[config.mk]
export PLATFORM = sky130hd
export DESIGN_NAME = game_phase_sequencer
export DESIGN_NICKNAME = d
export VERILOG_FILES = /design/src/rtl/game_phase_sequencer.sv
export SDC_FILE = /design/constraint.sdc
export NUM_CORES = 1
export LEC_CHECK = 0
export BUFFER_PORTS_ARGS = -buffer_cell sky130_fd_sc_hd__buf_4
export CORE_ASPECT_RATIO = 1.2
export CORE_MARGIN = 10
export CORE_UTILIZATION = 50
export DETAILED_ROUTE_END_ITERATION = 10
export PLACE_DENSITY = 0.69
export SLEW_MARGIN = 20
export SYNTH_ARGS = -nofsm -noshare
export SYNTH_HDL_FRONTEND = slang
export SYNTH_SLANG_ARGS = --single-unit
[constraint.sdc]
create_clock -name clk -period 2 [get_ports clk]
set_clock_uncertainty 0.2 [all_clocks]
set_input_delay 0.2 -clock clk [delete_from_list [all_inputs] [get_ports clk]]
set_output_delay 0.2 -clock clk [all_outputs]
set_load 0.02 [all_outputs]
[src/rtl/game_phase_sequencer.sv]
// Bricks game flow controller: sequences title, countdown, play and message phases,
// drives the countdown delay block handshake and tracks remaining lives.
module game_phase_sequencer #(
  parameter logic [2:0]  LIVES    = 3'd3,
  parameter logic [25:0] MSG_TIME = 26'd50_000_000
) (
  input  logic       clk,
  input  logic       reset,
  input  logic       startKey,
  input  logic       delayDone,
  input  logic       ballLost,
  input  logic       bricksCleared,
  output logic [2:0] bgState,
  output logic       delayRstN,
  output logic       delayStart,
  output logic [2:0] livesLeft,
  output logic       gamePlaying
);

  localparam logic [2:0] StTitle     = 3'd0;
  localparam logic [2:0] StCountdown = 3'd2;
  localparam logic [2:0] StPlay      = 3'd3;
  localparam logic [2:0] StLostLife  = 3'd4;
  localparam logic [2:0] StWin       = 3'd5;
  localparam logic [2:0] StGameOver  = 3'd6;

  localparam logic [25:0] MsgLast   = MSG_TIME - 26'd1;
  localparam logic [1:0]  SubRearm  = 2'd0;
  localparam logic [1:0]  SubStart  = 2'd1;
  localparam logic [1:0]  SubArmed  = 2'd2;

  logic [2:0]  state_q, state_d;
  logic [2:0]  lives_q, lives_d;
  logic [1:0]  sub_q, sub_d;
  logic [25:0] timer_q, timer_d;
  logic        key_q;
  logic        rstn_q, rstn_d;
  logic        start_q, start_d;
  logic        playing_q, playing_d;

  logic key_rise;
  logic msg_done;
  logic armed;
  logic phase_change;
  logic in_msg_next;

  assign key_rise     = startKey & ~key_q;
  assign msg_done     = (timer_q == MsgLast);
  assign armed        = (sub_q == SubArmed);
  assign phase_change = (state_d != state_q);
  assign in_msg_next  = (state_d == StLostLife) || (state_d == StWin) ||
                        (state_d == StGameOver);

  always_comb begin : next_phase
    state_d = state_q;
    lives_d = lives_q;
    case (state_q)
      StTitle: begin
        if (key_rise) begin
          state_d = StCountdown;
          lives_d = LIVES;
        end
      end
      StCountdown: begin
        // A done level left over from the previous round is ignored until re-armed.
        if (armed && delayDone) begin
          state_d = StPlay;
        end
      end
      StPlay: begin
        if (bricksCleared) begin
          state_d = StWin;
        end else if (ballLost) begin
          if (lives_q > 3'd1) begin
            lives_d = lives_q - 3'd1;
            state_d = StLostLife;
          end else begin
            lives_d = 3'd0;
            state_d = StGameOver;
          end
        end
      end
      StLostLife: begin
        if (msg_done) begin
          state_d = StCountdown;
        end
      end
      StWin, StGameOver: begin
        if (msg_done && key_rise) begin
          state_d = StTitle;
          lives_d = LIVES;
        end
      end
      default: begin
        state_d = StTitle;
        lives_d = LIVES;
      end
    endcase
  end

  // Countdown entry: re-arm the delay block for one cycle, then pulse start, then arm.
  always_comb begin : handshake
    sub_d   = SubRearm;
    rstn_d  = 1'b1;
    start_d = 1'b0;
    if (state_d == StCountdown) begin
      if (phase_change) begin
        sub_d  = SubRearm;
        rstn_d = 1'b0;
      end else if (sub_q == SubRearm) begin
        sub_d   = SubStart;
        start_d = 1'b1;
      end else begin
        sub_d = SubArmed;
      end
    end
  end

  always_comb begin : msg_timer
    timer_d = 26'd0;
    if (in_msg_next && !phase_change) begin
      timer_d = msg_done ? timer_q : timer_q + 26'd1;
    end
  end

  assign playing_d = (state_d == StPlay);

  always_ff @(posedge clk) begin
    if (reset) begin
      state_q   <= StTitle;
      lives_q   <= LIVES;
      sub_q     <= SubRearm;
      timer_q   <= 26'd0;
      key_q     <= 1'b1;
      rstn_q    <= 1'b0;
      start_q   <= 1'b0;
      playing_q <= 1'b0;
    end else begin
      state_q   <= state_d;
      lives_q   <= lives_d;
      sub_q     <= sub_d;
      timer_q   <= timer_d;
      key_q     <= startKey;
      rstn_q    <= rstn_d;
      start_q   <= start_d;
      playing_q <= playing_d;
    end
  end

  assign bgState     = state_q;
  assign livesLeft   = lives_q;
  assign delayRstN   = rstn_q;
  assign delayStart  = start_q;
  assign gamePlaying = playing_q;

endmodule
==> results of run 1 <==
[through the flow]
| step | utilization [%] | power [W] | instance area [µm²] | setup WS, ns | cells |
|---|---|---|---|---|---|
| detailed placement | 59.4 | 0.000811 | 2300 | -0.0861 | 323 |
| finish | 64.5 | 0.00131 | 2500 | 0.0685 | 334 |
| global placement | 59.4 | 0.000811 | 2300 | -0.00583 | 323 |
| CTS | 62.5 | 0.00132 | 2420 | 0.00000466 | 332 |
| global route | 64.5 | 0.00137 | 2500 | -0.0188 | 334 |
| floorplan | - | 0.000787 | 1980 | 0.0182 | 238 |
[layer usage]
metal | share of wire (%) | wire (µm) | global-route usage, %
met1 | 42 | 1910 | 13.6
met2 | 52 | 2400 | 25.0
met3 | 3.9 | 180 | 4.12
met4 | 1.9 | 88 | 6.64
met5 | 0 | 0 | 0
[state kept, by name, summed over array words and instances, names as in the netlist]
signal       flops
sub_q            2
livesLeft        3
delayRstN        1
bgState          3
key_q            1
gamePlaying      1
timer_q         26
[logic make-up (layout without fill, tap and decap cells)]
family | after synthesis | count (layout) | share of synthesized area, %
and+or+nand+nor | 115 | 115 | 31.8
AOI/OAI and AO/OA | 41 | 41 | 13.8
DFF | 37 | 37 | 37.4
xor gates and xnor gates | 24 | 24 | 10.6
buffers and inverters | 19 | 61 | 5.06
adders and majority gates | 2 | 2 | 1.26
[worst max-delay path, stage by stage, from the launching register on]
cell,delay [ns]
dfxtp_1,0.41
nand4_2,0.15
or4_4,0.57
nor4b_4,0.29
xnor2_1,0.16
nor2_2,0.04
[power groups by stage]
stage                     Sequential (W)  Combinational [W]  Clock [W]
final                           0.000745          0.0000534   0.000512
after global routing            0.000745          0.0000590   0.000561
after CTS                       0.000745          0.0000530   0.000527
after detailed placement        0.000761          0.0000496          0
after global placement          0.000761          0.0000496          0
after floorplan                 0.000765          0.0000221          0
[what timing repair did]
| item | 4_1_cts | 5_1_grt |
|---|---|---|
| resized for setup | 2 | 21 |
| pin swaps | 0 | 4 |
| hold buffers | 2 | 0 |
| buffers inserted | 0 | 2 |
| endpoints found under the hold margin | 6 | 0 |
| endpoints found under the setup margin | 15 | 31 |
[cells in the final DEF, fill, tap and decap left out, types with 4 or more instances in the layout]
cell type	n
buf_4	43
o21ai_0	5
xnor2_1	15
nand2_1	20
a31oi_1	4
nand4_1	5
a21oi_1	15
clkbuf_8	6
and4_2	4
nor2_1	35
xor2_1	9
nand3_1	15
dfxtp_1	30
nor3_1	8
inv_1	8
dfxtp_2	7
[worst max path at each step]
| stage | startpoint | endpoint | cells after the start |
|---|---|---|---|
| 6_report | timer_q[10] | timer_q[25] | 5 |
| 5_1_grt | timer_q[9] | livesLeft[2] | 6 |
| 4_1_cts | bgState[1] | timer_q[4] | 6 |
| 3_5_place_dp | timer_q[9] | livesLeft[2] | 6 |
| 3_3_place_gp | timer_q[9] | livesLeft[2] | 6 |
| 2_1_floorplan | timer_q[0] | timer_q[15] | 9 |
[area by class of cell]
cell class                      instances  share of cell area [%]
Timing Repair Buffer                   46                    14.5
Clock buffer                            7                    3.45
Inverter                                8                    1.20
Sequential cell                        37                    30.0
Tap cell                               54                    2.70
Multi-Input combinational cell        182                    48.2
==> run summary, run 1 <==
Run status = completed
First-pass GRT wire length = 7.61 mm
Register area = 749 µm²
Sink Count = 37
Post-synth top area share = 37.4%
CP Capture Type = flop
Total Routed Length = 4.58 mm
Setup violations, final = 0
Reg2reg end = timer_q[25]
Initial DRC count = 70
Post-synth EDFFs = 0
Sequential fraction of design power = 56.8%
Max cap viols = 0
Cells after Synth = 238
Hold Path Class = in -> reg
Final antenna-violating net count = 0
CP Launch Type = flop
Vias in the first global route = 1701
Detailed Place HPWL = 3.36 mm
Core area = 3880 µm²
Power Internal = 0.00104 W
ANT cells = 0
Sw frac = 20.7%
GP Congestion = 0.858
Setup_tns = 0 ns
Mapped cell area = 1980 µm²
Max Fclk = 0.518 GHz
Nets@finish = 288
Clk_lat worst skew = 0.29 ns
Final period utilization = 96.6%
Num CTS Buffers = 5
# rows = 25
Layout area overhead = 26.4%
#FFs+latches synth = 37
RSZ-0062 raised after global routing = yes
Starting Density = 51.0%
Die Span X = 77.4 µm
Worst hold stages = 4
Period minus WS final = 1.93 ns
Hold Slack = 0.0338 ns
Syn nets = 246
DIE HEIGHT = 88.9 µm
Most common cell in the netlist = dfxtp_1
WP data arrival = 1.92 ns
Ys async rst share = 0%
Min-delay src = delayDone
Largest area contributor in the synthesized netlist = dfxtp_1
Worst slew margin = 71.7%
Multi-input gate area = 1200 µm²
Final Hold Vio Count = 0
Clk root buf = clkbuf_8
Worst vdd ir = 0.471 mV
Average wire per standard cell = 13.7 µm
Syn_area_per_cell = 8.31 µm²
Hold Path End = sub_q[1]
Initial antenna violation count = 0
Synth warn = 0
Critical path type = reg -> reg
Die footprint = 6880 µm²
Vias per std cell = 5.42
Comb pwr share = 4.1%
Clock network power share = 39.1%
CP required = 1.98 ns
H-tree depth = 2
Maximum root-to-sink buffer count = 2
Reg clk slew, reported paths = 0.06 ns
Total global routing overflow = 0
Leak Pwr = 0.917 nW
Crit Path Max Fanout = 5
Worst R2R Path Depth = 5
Commonest cells post-synth = dfxtp_1, nor2_1, nand2_1
Synth Flop Type = dfxtp_1
DRC violation count after routing = 0
Post-synthesis sequential area ratio = 37.4%
Fin. max-slew vios = 0
NetSw = 0.000271 W
Gr usage total = 13.5%
R2R setup slack = 0.07 ns
PortBufs = 14
Worst R2R Start = timer_q[10]
Via count = 1811
Fraction of layout cells with a size suffix above 1 = 29.3%
Io pins = 15
DR pass1 iterations = 5
Worst Tran Pin Value = 0.414 ns
CTS tree = built
Largest net degree at the start of global routing = 27
Top cells by area, synth = dfxtp_1, nor2_1, xnor2_1
P per Cell Area = 524 nW/µm²
Filler cells = 363
Yosys cell types = 49
No activity file was read; power rests on OpenSTA's default activity.
==> run 2, diff against run 1 <==
CTS_CLUSTER_DIAMETER = 150   (was default)
GPL_TIMING_DRIVEN = 0   (was default)
REMOVE_ABC_BUFFERS = 1   (was default)
==> run 2 against run 1 <==
Compared with the run above: worst hold slack worse by 0.0032 ns; global-route usage rose by 0.086 points; combinational power down 3%; wire length is 0.83% lower; cell count fell by 6.6%; final area shrank 3.7%; sequential power about the same; largest cell class unchanged.
==> run summary, run 2 (synthesized netlist as in run 1, its figures left out) <==
Run status = completed
Final Hold Vio Count = 0 (unchanged)
Filler cells = 379 (+4.4%)
Total Routed Length = 4.54 mm (-0.83%)
Max cap viols = 0 (unchanged)
Largest stage delay, worst path = 0.35 ns (-0.22 ns)
Final period utilization = 98.4% (+1.8 points)
Post-route insts no fill = 312 (-6.6%)
Placed inst area = 2080 µm² (-9.7%)
PortBufs = 14 (unchanged)
Starting Density = 51.0% (unchanged)
Initial DRC count = 95 (+36%)
DRC violation count after routing = 0 (unchanged)
CP Capture Type = flop
Nets@finish = 265 (-8.0%)
Core area = 3880 µm² (unchanged)
Hold Path Class = in -> reg
Final Instance Area = 2410 µm² (-3.7%)
Setup_tns = 0 ns (unchanged)
Maximum root-to-sink buffer count = 2 (unchanged)
Setup ws final = 0.0317 ns (-0.0368 ns)
Clk_lat worst skew = 0.29 ns (about the same)
P per Cell Area = 565 nW/µm² (+7.9%)
Worst slew margin = 70.6% (-1.1 points)
Fraction of layout cells with a size suffix above 1 = 26.7% (-2.5 points)
Crit Path Max Fanout = 4 (-1)
Die Span X = 77.4 µm (unchanged)
Worst R2R Path Depth = 6 (+1)
Vias per std cell = 5.58 (+2.9%)
Worst path cell trace = nor4b_2 > nand4_1 > buf_4 > nor4_4 > a2111oi_1 > a31o_2
CP Launch Type = flop
Num CTS Buffers = 5 (unchanged)
Detailed Place HPWL = 2.88 mm (-14%)
DR pass1 iterations = 4 (-1)
R2R setup slack = 0.03 ns (-0.04 ns)
Critical path type = reg -> reg
Reg clk slew, reported paths = 0.08 ns (+0.02 ns)
Setup violations, final = 0 (unchanged)
Dpl ws = -0.541 ns (-0.454 ns)
First-pass GRT wire length = 7.73 mm (+1.6%)
CTS tree = built
Worst hold stages = 4 (unchanged)
Final antenna-violating net count = 0 (unchanged)
Layout area overhead = 21.8%
GP Congestion = 0.811 (-5.5%)
WP data arrival = 1.95 ns (+0.03 ns)
Initial antenna violation count = 0 (unchanged)
Number of flip-flops in the largest register = 26 (unchanged)
Period minus WS final = 1.97 ns (+0.0368 ns)
Worst Tran Pin Value = 0.437 ns (+0.0237 ns)
ANT cells = 0 (unchanged)
DIE HEIGHT = 88.9 µm (unchanged)
Die footprint = 6880 µm² (unchanged)
Io pins = 15 (unchanged)
Commonest non-fill, non-tap cell in the layout = nor2_1
Core Util, Final = 62.1% (-2.4 points)
H-tree depth = 2 (unchanged)
Inst Count DP = 295 (-8.7%)
CP Depth = 6 (+1)
Crit path buffers/inverters = 1 (+1)
Family with the most delay on the worst path = simple AND/OR/NAND/NOR gates
Largest net degree at the start of global routing = 17 (-37%)
Fin. max-slew vios = 0 (unchanged)
Most frequent cells in the layout = nor2_1, dfxtp_1, nand2_1
Worst vdd ir = 0.378 mV (-20%)
Sink Count = 37 (unchanged)
Total global routing overflow = 0 (unchanged)
Via count = 1741 (-3.9%)
# rows = 25 (unchanged)
Gr usage total = 13.6% (+0.086 points)
RSZ-0062 raised after global routing = yes
CP required = 1.98 ns (about the same)
Average wire per standard cell = 14.6 µm (+6.2%)
Clk root buf = clkbuf_8
Leak Pwr = 0.841 nW (-8.2%)
Max Fclk = 0.508 GHz (-1.9%)
Largest register by flop count = timer_q
Vias in the first global route = 1659 (-2.5%)
Critical path's slowest cell = nor4_4
==> run 2: changes by cell type in the layout (fill, tap and decap cells not counted), moves of 2 or more <==
cell | previous run | this run
and4_2 | 4 | 1
and4_4 | 0 | 2
buf_4 | 43 | 18
dfxtp_1 | 30 | 25
dfxtp_4 | 0 | 4
nor4_2 | 2 | 0
nor4_4 | 1 | 3
o21ai_2 | 0 | 2
==> run 2: timing repair <==
action | in CTS | in global routing
hold endpoints to repair | 6 | 0
gates cloned | 1 | 0
pin swaps | 5 | 7
gates resized for setup | 27 | 16
hold buffers | 2 | 0
buffers inserted | 5 | 1
setup endpoints to repair | 32 | 30
==> run 2: path summary, 6_finish.rpt <==
check | from | endpoint
worst max-delay path | timer_q[11] | livesLeft[2]
worst min-delay path | delayDone | sub_q[1]
worst max register to register | timer_q[11] | livesLeft[2]
worst min register to register | sub_q[1] | sub_q[0]
==> run 2: power breakdown <==
| group | total, W | internal (W) | switching [W] |
|---|---|---|---|
| registers | 0.000742 | 0.000736 | 0.00000640 |
| clock network | 0.000568 | 0.000311 | 0.000257 |
| logic | 0.0000520 | 0.0000236 | 0.0000284 |
==> run 2: final cells by class <==
cell class | instances | area (µm²) | area share [%]
inverters | 8 | 30.0 | 1.25
repair buffers | 22 | 195 | 8.10
clock inverters | 1 | 5.00 | 0.208
flip-flops and latches | 37 | 766 | 31.8
clock buffers | 7 | 96.3 | 4.00
well taps | 54 | 67.6 | 2.80
multi-input cells | 183 | 1250 | 51.9
==> run 2: layer usage <==
layer  routed length [µm]  track usage [%]  vias to the layer above
li1                     -                -                      881
met1                 2090             15.6                      826
met5                    0                0                        -
met3                  189             3.22                        8
met4                   77             5.98                        0
met2                 2180             23.7                       26
==> run 2: through the flow <==
stage	total power [W]	hold WS [ns]
final	0.00136	0.0306
after global routing	0.00141	0.0556
after global placement	0.000807	0.212
after floorplan	0.000784	0.0691
after detailed placement	0.000808	0.220
after CTS	0.00138	0.0294
==> run 2: worst reg2reg max path, delay by kind of cell (launching register included) <==
kind / cells / cell delay, ns
compound gates: 2 / 0.32
buf+inv: 1 / 0.18
flops: 1 / 0.33
simple gates: 3 / 0.83
==> run 3, diff against run 2 <==
GPL_TIMING_DRIVEN = default   (was 0)
PLACE_DENSITY = default   (was 0.69)
PLACE_DENSITY_LB_ADDON = 0.2   (was default)
==> run 3 against run 2 <==
Compared with the run above: non-clock buffer count up 21; wire length up 6.6%; sequential cell count unchanged; sequential power about the same; critical path depth unchanged; largest cell class unchanged; count of clock-buffer cells in the layout unchanged; maximum frequency up 2.4%.
==> run summary, run 3 (synthesized netlist as in run 1, its figures left out) <==
Worst vdd ir = 0.570 mV (+51%)
Via count = 1807 (+3.8%)
Filler cells = 375 (-1.1%)
Final antenna-violating net count = 0 (unchanged)
Die footprint = 6880 µm² (unchanged)
PnR Total Power = 0.00133 W (-2.5%)
CP Capture Type = flop
Vias per std cell = 5.46 (-2.2%)
Number of flip-flops in the largest register = 26 (unchanged)
Layout area overhead = 25.9%
Max cap viols = 0 (unchanged)
H-tree depth = 2 (unchanged)
Max Fclk = 0.520 GHz (+2.4%)
Die Span X = 77.4 µm (unchanged)
First-pass GRT wire length = 7.93 mm (+2.6%)
Largest net degree at the start of global routing = 27 (+10)
Initial DRC count = 76 (-20%)
Fin. max-slew vios = 0 (unchanged)
Largest register by flop count = timer_q
Crit Path Max Fanout = 4 (unchanged)
DIE HEIGHT = 88.9 µm (unchanged)
Largest stage delay, worst path = 0.35 ns (about the same)
P per Cell Area = 533 nW/µm² (-5.7%)
Final Hold Vio Count = 0 (unchanged)
Post-CTS setup buffers = 0 (-5)
CP required = 1.98 ns (about the same)
Sink Count = 37 (unchanged)
DR pass1 iterations = 4 (unchanged)
CTS tree = built
Worst path cell trace = nor4b_2 > nand4_1 > nor4_2 > buf_4 > a2111oi_1 > a31o_2
Io pins = 15 (unchanged)
PortBufs = 14 (unchanged)
Period minus WS final = 1.92 ns (-0.0452 ns)
Total Routed Length = 4.84 mm (+6.6%)
Fraction of layout cells with a size suffix above 1 = 28.2% (+1.4 points)
Core area = 3880 µm² (unchanged)
Gr usage total = 14.2% (+0.60 points)
WP data arrival = 1.91 ns (-0.04 ns)
Most frequent cells in the layout = buf_4, nor2_1, dfxtp_1
Worst Tran Pin Value = 0.453 ns (+0.0156 ns)
Run status = completed
Hold Path Class = in -> reg
# rows = 25 (unchanged)
Average wire per standard cell = 14.6 µm (+0.48%)
Leak Pwr = 0.912 nW (+8.4%)
Clk_lat worst skew = 0.30 ns (about the same)
Critical path type = reg -> reg
Final period utilization = 96.2% (-2.3 points)
Reg clk slew, reported paths = 0.08 ns (about the same)
ANT cells = 0 (unchanged)
Starting Density = 51.0% (unchanged)
Detailed Place HPWL = 3.37 mm (+17%)
Vias in the first global route = 1802 (+8.6%)
Critical path's slowest cell = dfxtp_1
Worst slew margin = 69.7% (-0.89 points)
Setup violations, final = 0 (unchanged)
Initial antenna violation count = 0 (unchanged)
Final Instance Area = 2490 µm² (+3.4%)
Maximum root-to-sink buffer count = 2 (unchanged)
Commonest non-fill, non-tap cell in the layout = buf_4
DRC violation count after routing = 0 (unchanged)
Clk root buf = clkbuf_8
Total global routing overflow = 0 (unchanged)
Num CTS Buffers = 5 (unchanged)
Placed inst area = 2290 µm² (+10%)
CP Launch Type = flop
GP Congestion = 0.812 (+0.12%)
Nets@finish = 285 (+7.5%)
-- run 3: worst paths after layout --
kind,to,slack [ns],start,cells after the start
hold reg to reg,sub_q[0],0.28,sub_q[1],1
setup / recovery,livesLeft[2],0.08,timer_q[8],6
setup reg to reg,livesLeft[2],0.08,timer_q[8],6
hold / removal,sub_q[1],0.03,delayDone,4
-- run 3: final cells by class --
class	instances	area (µm²)	share of cell area [%]
multi-input combinational	182	1200	48.1
sequential	37	751	30.1
timing repair buffer	43	358	14.4
clock buffer	7	86.3	3.47
tap	54	67.6	2.71
inverter	8	30.0	1.21
-- run 3: report_power, final --
group | total, W | internal, W | leakage [nW] | switching, W
sequential | 0.000744 | 0.000740 | 0.302 | 0.00000493
combinational | 0.0000530 | 0.0000242 | 0.565 | 0.0000288
clock | 0.000531 | 0.000273 | 0.0443 | 0.000257
total | 0.00133 | 0.00104 | 0.912 | 0.000291
-- run 3: worst max-delay path: cells and delay by family, from the launching register on --
family	cells	cell delay (ns)
AND/OR/NAND/NOR	3	0.83
flip-flops	1	0.35
AO/OA/AOI/OAI	2	0.26
buffers and inverters	1	0.17
-- run 3: what timing repair did --
action                     CTS  global route
hold buffers                 2             0
gates cloned                 0             1
gates resized for setup      1            22
setup endpoints to repair    1            32
pin swaps                    0             4
hold endpoints to repair     6             0
-- run 3: layer usage --
| layer | part of all wire, % | global-route usage (%) | wire [µm] | vias up |
|---|---|---|---|---|
| li1 | - | - | - | 919 |
| met1 | 42 | 13.4 | 2020 | 855 |
| met2 | 52 | 28.1 | 2540 | 25 |
| met3 | 4.3 | 4.12 | 208 | 8 |
| met4 | 1.6 | 5.98 | 76 | 0 |
| met5 | 0 | 0 | 0 | - |
-- run 3: stage by stage --
stage	setup WS, ns	cells	util (%)	hold WS [ns]	TNS [ns]
after floorplan	-0.100	227	-	0.0691	-2.52
after global placement	0.0502	321	59.0	0.218	0
after detailed placement	0.0133	321	59.0	0.218	0
after CTS	0.0151	330	61.9	0.0311	0
after global routing	-0.0376	331	64.2	0.0608	-0.343
final	0.0769	331	64.2	0.0322	0
